==> src/rtl/code_byte_writer.sv <==
// Packs a stream of code bytes little-endian into 32-bit words and writes each
// completed (or flushed, padded) word to word-addressed memory via start/ready.
`timescale 1ns/1ps
module code_byte_writer #(
  parameter int unsigned RAM_SIZE      = 256,
  parameter int unsigned ADDRESS_WIDTH = 8,
  parameter logic [7:0]  PAD_BYTE      = 8'h00
) (
  input  logic                     clk,
  input  logic                     reset,
  input  logic [7:0]               in_byte,
  input  logic                     in_valid,
  output logic                     in_ready,
  input  logic                     flush,
  output logic                     flush_done,
  input  logic                     addr_load,
  input  logic [ADDRESS_WIDTH-1:0] addr_load_value,
  output logic [ADDRESS_WIDTH-1:0] mem_address,
  output logic [31:0]              mem_data_in,
  output logic                     mem_rwn,
  output logic                     mem_start,
  input  logic                     mem_ready,
  output logic [ADDRESS_WIDTH-1:0] word_ptr,
  output logic                     busy
);

  if ((RAM_SIZE == 32'd0) || (ADDRESS_WIDTH == 32'd0)) begin : g_bad_params
    $error("code_byte_writer: RAM_SIZE and ADDRESS_WIDTH must be non-zero");
  end

  typedef enum logic [0:0] {ST_FILL = 1'b0, ST_WRITE = 1'b1} state_t;

  state_t                   state_q, state_d;
  logic [2:0]               cnt_q, cnt_d;
  logic [31:0]              pack_q, pack_d;
  logic                     pend_q, pend_d;
  logic [ADDRESS_WIDTH-1:0] word_ptr_q, word_ptr_d;
  logic [ADDRESS_WIDTH-1:0] mem_address_q, mem_address_d;
  logic [31:0]              mem_data_q, mem_data_d;
  logic                     mem_start_q, mem_start_d;
  logic                     mem_rwn_q, mem_rwn_d;
  logic                     flush_done_q, flush_done_d;
  logic                     busy_q, busy_d;

  logic [2:0]               cnt_new_s;
  logic [31:0]              fill_word_s;
  logic [31:0]              pad_word_s;
  logic                     write_now_s;

  // Ready is the only combinational output: addr_load steals the cycle from the byte stream.
  assign in_ready = (state_q == ST_FILL) && !addr_load;

  // Next-state and registered-output computation for the FILL/WRITE machine.
  always_comb begin
    state_d       = state_q;
    cnt_d         = cnt_q;
    pack_d        = pack_q;
    pend_d        = pend_q;
    word_ptr_d    = word_ptr_q;
    mem_address_d = mem_address_q;
    mem_data_d    = mem_data_q;
    mem_start_d   = mem_start_q;
    mem_rwn_d     = mem_rwn_q;
    busy_d        = busy_q;
    flush_done_d  = 1'b0;
    write_now_s   = 1'b0;

    cnt_new_s   = cnt_q + {2'b00, in_valid};
    fill_word_s = pack_q;
    if (in_valid) begin
      fill_word_s[{cnt_q[1:0], 3'b000} +: 8] = in_byte;
    end else begin
      fill_word_s = pack_q;
    end
    pad_word_s = fill_word_s;
    for (int i = 0; i < 4; i++) begin
      if (3'(i) >= cnt_new_s) begin
        pad_word_s[i*8 +: 8] = PAD_BYTE;
      end else begin
        pad_word_s[i*8 +: 8] = fill_word_s[i*8 +: 8];
      end
    end

    case (state_q)
      ST_FILL: begin
        if (addr_load) begin
          word_ptr_d = addr_load_value;
          cnt_d      = 3'd0;
          pack_d     = 32'd0;
        end else if (cnt_new_s == 3'd4) begin
          write_now_s = 1'b1;
          mem_data_d  = fill_word_s;
          pend_d      = flush;
        end else if (flush && (cnt_new_s != 3'd0)) begin
          write_now_s = 1'b1;
          mem_data_d  = pad_word_s;
          pend_d      = 1'b1;
        end else if (flush) begin
          flush_done_d = 1'b1;
        end else begin
          cnt_d  = cnt_new_s;
          pack_d = fill_word_s;
        end
        if (write_now_s) begin
          state_d       = ST_WRITE;
          cnt_d         = cnt_new_s;
          pack_d        = mem_data_d;
          mem_address_d = word_ptr_q;
          mem_start_d   = 1'b1;
          mem_rwn_d     = 1'b0;
          busy_d        = 1'b1;
        end else begin
          state_d = ST_FILL;
        end
      end
      ST_WRITE: begin
        if (mem_ready) begin
          state_d      = ST_FILL;
          word_ptr_d   = word_ptr_q + {{(ADDRESS_WIDTH-1){1'b0}}, 1'b1};
          cnt_d        = 3'd0;
          pack_d       = 32'd0;
          mem_start_d  = 1'b0;
          mem_rwn_d    = 1'b1;
          busy_d       = 1'b0;
          flush_done_d = pend_q;
          pend_d       = 1'b0;
        end else begin
          state_d = ST_WRITE;
        end
      end
      default: begin
        state_d     = ST_FILL;
        mem_start_d = 1'b0;
        mem_rwn_d   = 1'b1;
        busy_d      = 1'b0;
      end
    endcase
  end

  // State and output registers; reset abandons any in-flight write.
  always_ff @(posedge clk or negedge reset) begin
    if (!reset) begin
      state_q       <= ST_FILL;
      cnt_q         <= 3'd0;
      pack_q        <= 32'd0;
      pend_q        <= 1'b0;
      word_ptr_q    <= '0;
      mem_address_q <= '0;
      mem_data_q    <= 32'd0;
      mem_start_q   <= 1'b0;
      mem_rwn_q     <= 1'b1;
      flush_done_q  <= 1'b0;
      busy_q        <= 1'b0;
    end else begin
      state_q       <= state_d;
      cnt_q         <= cnt_d;
      pack_q        <= pack_d;
      pend_q        <= pend_d;
      word_ptr_q    <= word_ptr_d;
      mem_address_q <= mem_address_d;
      mem_data_q    <= mem_data_d;
      mem_start_q   <= mem_start_d;
      mem_rwn_q     <= mem_rwn_d;
      flush_done_q  <= flush_done_d;
      busy_q        <= busy_d;
    end
  end

  assign mem_address = mem_address_q;
  assign mem_data_in = mem_data_q;
  assign mem_start   = mem_start_q;
  assign mem_rwn     = mem_rwn_q;
  assign flush_done  = flush_done_q;
  assign word_ptr    = word_ptr_q;
  assign busy        = busy_q;

endmodule

==> config.mk <==
export PLATFORM = sky130hd
export DESIGN_NAME = code_byte_writer
export DESIGN_NICKNAME = d
export VERILOG_FILES = /design/src/rtl/code_byte_writer.sv
export SDC_FILE = /design/constraint.sdc
export NUM_CORES = 1
export LEC_CHECK = 0
export ABC_AREA = 1
export BUFFER_PORTS_ARGS = -buffer_cell sky130_fd_sc_hd__buf_4
export CAP_MARGIN = 30
export CORE_UTILIZATION = 59
export CTS_BUF_LIST = sky130_fd_sc_hd__clkbuf_4 sky130_fd_sc_hd__clkbuf_8
export CTS_CLUSTER_SIZE = 10
export DETAILED_ROUTE_END_ITERATION = 8
export PLACE_DENSITY = 0.83
export RECOVER_POWER = 100
export SLEW_MARGIN = 20
export SYNTH_ARGS = -nofsm -noshare
export SYNTH_HDL_FRONTEND = slang
export SYNTH_SLANG_ARGS = --single-unit
==> constraint.sdc <==
create_clock -name clk -period 2.5 [get_ports clk]
set_input_delay 0.125 -clock clk [delete_from_list [all_inputs] [get_ports clk]]
set_output_delay 0.125 -clock clk [all_outputs]
set_load 0.02 [all_outputs]
==> summary.md <==
| Metric | Value |
|---|---|
| Setup-failing EPs final | `0` |
| Highest clock rate | `0.440 GHz` |
| Startpoint Class | `register` |
| Clk_lat worst skew | `360 ps` |
| Crit Reg-Reg Endpoint | `pack_q[8]` |
| I/O pin count | `75` |
| Aggregate global-route resource usage | `0.293` |
| Slew Viols, Final | `0` |
| Setup TNS Final | `0 ps` |
| Drc violations | `0` |
| Row count | `32` |
| Core Area | `0.00773 mm²` |
| Wire length per cell | `14.0 µm` |
| WL final | `11500 µm` |
| RD Place Congestion | `0.911` |
| Drt first pass iters | `5` |
| Routed vias/inst | `5.45` |
| RSZ-0062 raised after global routing | `false` |
| Worst hold path class | `in2reg` |
| Root Buffer | `clkbuf_8` |
| Setup crit start | `state_q` |
| Synth Net Count | `671` |
| Synth Cell Area | `0.00471 mm²` |
| Synthesis Warnings | `0` |
| Post-synthesis async set-or-reset flop share | `1.00` |
| Synthesis-to-layout area growth | `12.7%` |
| CP cell instances | `buf_4, inv_1, clkbuf_1, nand2_4, inv_1, nand3_1, nand2_1` |
| Crit-path slowest cell | `clkbuf_1` |
| Vias in the first global route | `4238` |
| Maximum fanout along the worst path | `22` |
| Max-cap viol count | `0` |
| Postcts setup bufs | `0` |
| Vias | `4460` |
| H-tree lvl count | `3` |
| Cell mode on critical path | `inv_1` |
| Post-DP HPWL | `8160 µm` |
| Setup crit end kind | `register` |
| Simple-gate share of the synthesized area | `0.344` |
| Max Root-Sink Buffers | `2` |
| Max incr delay on CP | `910 ps` |
| Type of the worst setup path | `reg2reg` |
| Area share of fa/ha/maj cells after synthesis | `0.0212` |
| Worst ir drop on vdd | `636 µV` |
| Largest family of logic cells by synthesized area | `simple AND/OR/NAND/NOR gates` |
| Layout cells sized above 1 | `0.0950` |
| Max-slew headroom | `0.197` |
| Initial Util | `0.610` |
| Post-synthesis instance total | `641` |
| Cell with the most instances after synthesis | `nand2_1` |
| Fin nets | `741` |
| Fill cells | `691` |
| Post-synth EDFFs | `0` |
| Largest area contributor in the netlist | `dfrtp_1` |
| Initial antenna violation count | `0` |
| Total CTS buffers | `9` |
| Ys flop type | `dfrtp_1` |
| Pre-CTS WS | `357 ps` |
| Non-Filler Instances | `818` |
| Clock Sinks | `88` |
| Post-synthesis mux area share | `0` |
| Largest net degree at the start of global routing | `51` |
| Reg2reg setup slack | `230 ps` |
| Die width | `91.4 µm` |
| DIE HEIGHT | `91.4 µm` |
| Worst-Margin Slew | `1200 ps` |
| Leak Pwr | `0.00282 µW` |
| Final worst setup slack | `229 ps` |
| Req. time, crit path | `2790 ps` |
| Skew final | `12.6 ps` |
| Family with the most delay on the worst path | `buffers and inverters` |
| Area fraction in compound gates after synthesis | `0.0799` |
| Period utilisation layout | `0.908` |
| TritonCTS clock tree | `built` |
| Top post-synthesis cells by count | `nand2_1 (260), dfrtp_1 (87), inv_1 (53), nand3_1 (53), nor2_1 (35)` |
| Synth unique cells | `28` |
| Ranking of synthesized cells by area | `dfrtp_1 (46%), nand2_1 (21%), nand3_1 (5.6%), inv_1 (4.2%), o21ai_0 (3.4%)` |
| Worst r2r path cells | `7` |
| Outcome | `complete, no violations` |
| Detailed router's first-iteration violation count | `372` |
| Die footprint | `0.00835 mm²` |
| Critical R2R Launch | `state_q` |
| IO buf count | `74` |
| WP data arrival | `2570 ps` |
| Seq/Total Area, Yosys | `0.467` |
| Post-synthesis xor/xnor area fraction | `0.00186` |
| Post-DRT Antenna Nets | `0` |
| GR Overflow Total | `0` |
| Stages on worst setup path | `7` |
| CP bufs+invs | `4` |
| Cells after DPL | `801` |
| Hold Violations, Final | `0` |
| First-pass GRT wire length | `19500 µm` |
| End point of the critical path | `pack_q[8]` |
| Antenna cells | `0` |
| Synth Register Bits | `88` |
| Hold Startpoint | `addr_load_value[1]` |
| Clock-pin slew on the worst setup and hold paths | `80 ps` |
| Pwr per Cell Area | `1080 mW/mm²` |
| Syn_area_per_cell | `7.35 µm²` |
| Share of Yosys cell area claimed by the top area cell type | `0.462` |
| Min Tclk post-route | `2270 ps` |
==> flip-flops by register name (all words and copies together) (netlist names) <==
register,count
cnt_q,3
mem_address,8
busy,1
word_ptr,8
flush_done,1
mem_rwn,1
mem_data_in,32
pend_q,1
pack_q,32
state_q,1
==> how the worst min path moves through the flow <==
stage,to,slack (ps),depth (start not counted)
final,word_ptr[1],30,3
after global routing,word_ptr[1],50,3
after CTS,word_ptr[1],20,3
after detailed placement,mem_data_in[7],130,1
after global placement,mem_data_in[7],130,1
after floorplan,busy,-170,0
==> final cells by class <==
cell class                      count  area (µm²)  area share
Sequential cell                    88        2200       0.415
Multi-Input combinational cell    464        2070       0.390
Timing Repair Buffer               83         449      0.0845
Inverter                           65         244      0.0459
Tap cell                          102         128      0.0240
Clock buffer                        9         124      0.0233
Clock inverter                      7        95.1      0.0179
==> worst register-to-register path: cells and delay by family (launching register included) <==
family	cells	cell delay [ps]
flops	1	380
simple gates	3	370
buf+inv	4	1470
==> per-layer routing <==
layer	routed length, µm	vias up	track usage
met4	221	0	0.118
met2	5180	190	0.462
met3	884	21	0.0645
met5	0	-	0
li1	-	2160	-
met1	5160	2089	0.393
==> repair_timing <==
action                                 4_1_cts  5_1_grt
gates resized for setup                      0        0
endpoints found under the hold margin       38        0
hold buffers                                 1        0
==> report_power, final <==
part	leakage (µW)	switching [µW]	internal, µW
clock network	0.000110	532	565
registers	0.00116	254	1780
logic	0.00155	1870	718
total	0.00282	2650	3060
==> kinds of logic (layout without fill, tap and decap cells) <==
logic type	Yosys count	count (layout)
AO/OA/AOI/OAI	74	74
XOR/XNOR	1	1
adder cells (fa/ha/maj)	8	8
buffers and inverters	89	164
flip-flops	88	88
AND/OR/NAND/NOR	381	381
==> placed cells by master, fill, tap and decap left out, types with 23 or more instances in the layout <==
cell / netlist / final
o21ai_0: 32 / 44
nand2_1: 260 / 262
nand3_1: 53 / 55
inv_1: 53 / 56
dfrtp_1: 87 / 87
buf_4: 8 / 25
clkbuf_1: 3 / 53
nor2_1: 35 / 38
a21oi_1: 23 / 23
==> through the flow <==
step / utilization / instance area, µm² / hold WS, ps / power [µW]
floorplan: - / 4710 / -171 / 4000
global placement: 0.691 / 5340 / 132 / 4800
detailed placement: 0.691 / 5340 / 134 / 4880
CTS: 0.720 / 5570 / 22.5 / 5980
global route: 0.688 / 5310 / 46.9 / 6120
finish: 0.688 / 5310 / 30.0 / 5720
Power figures use the tool's default switching activity.
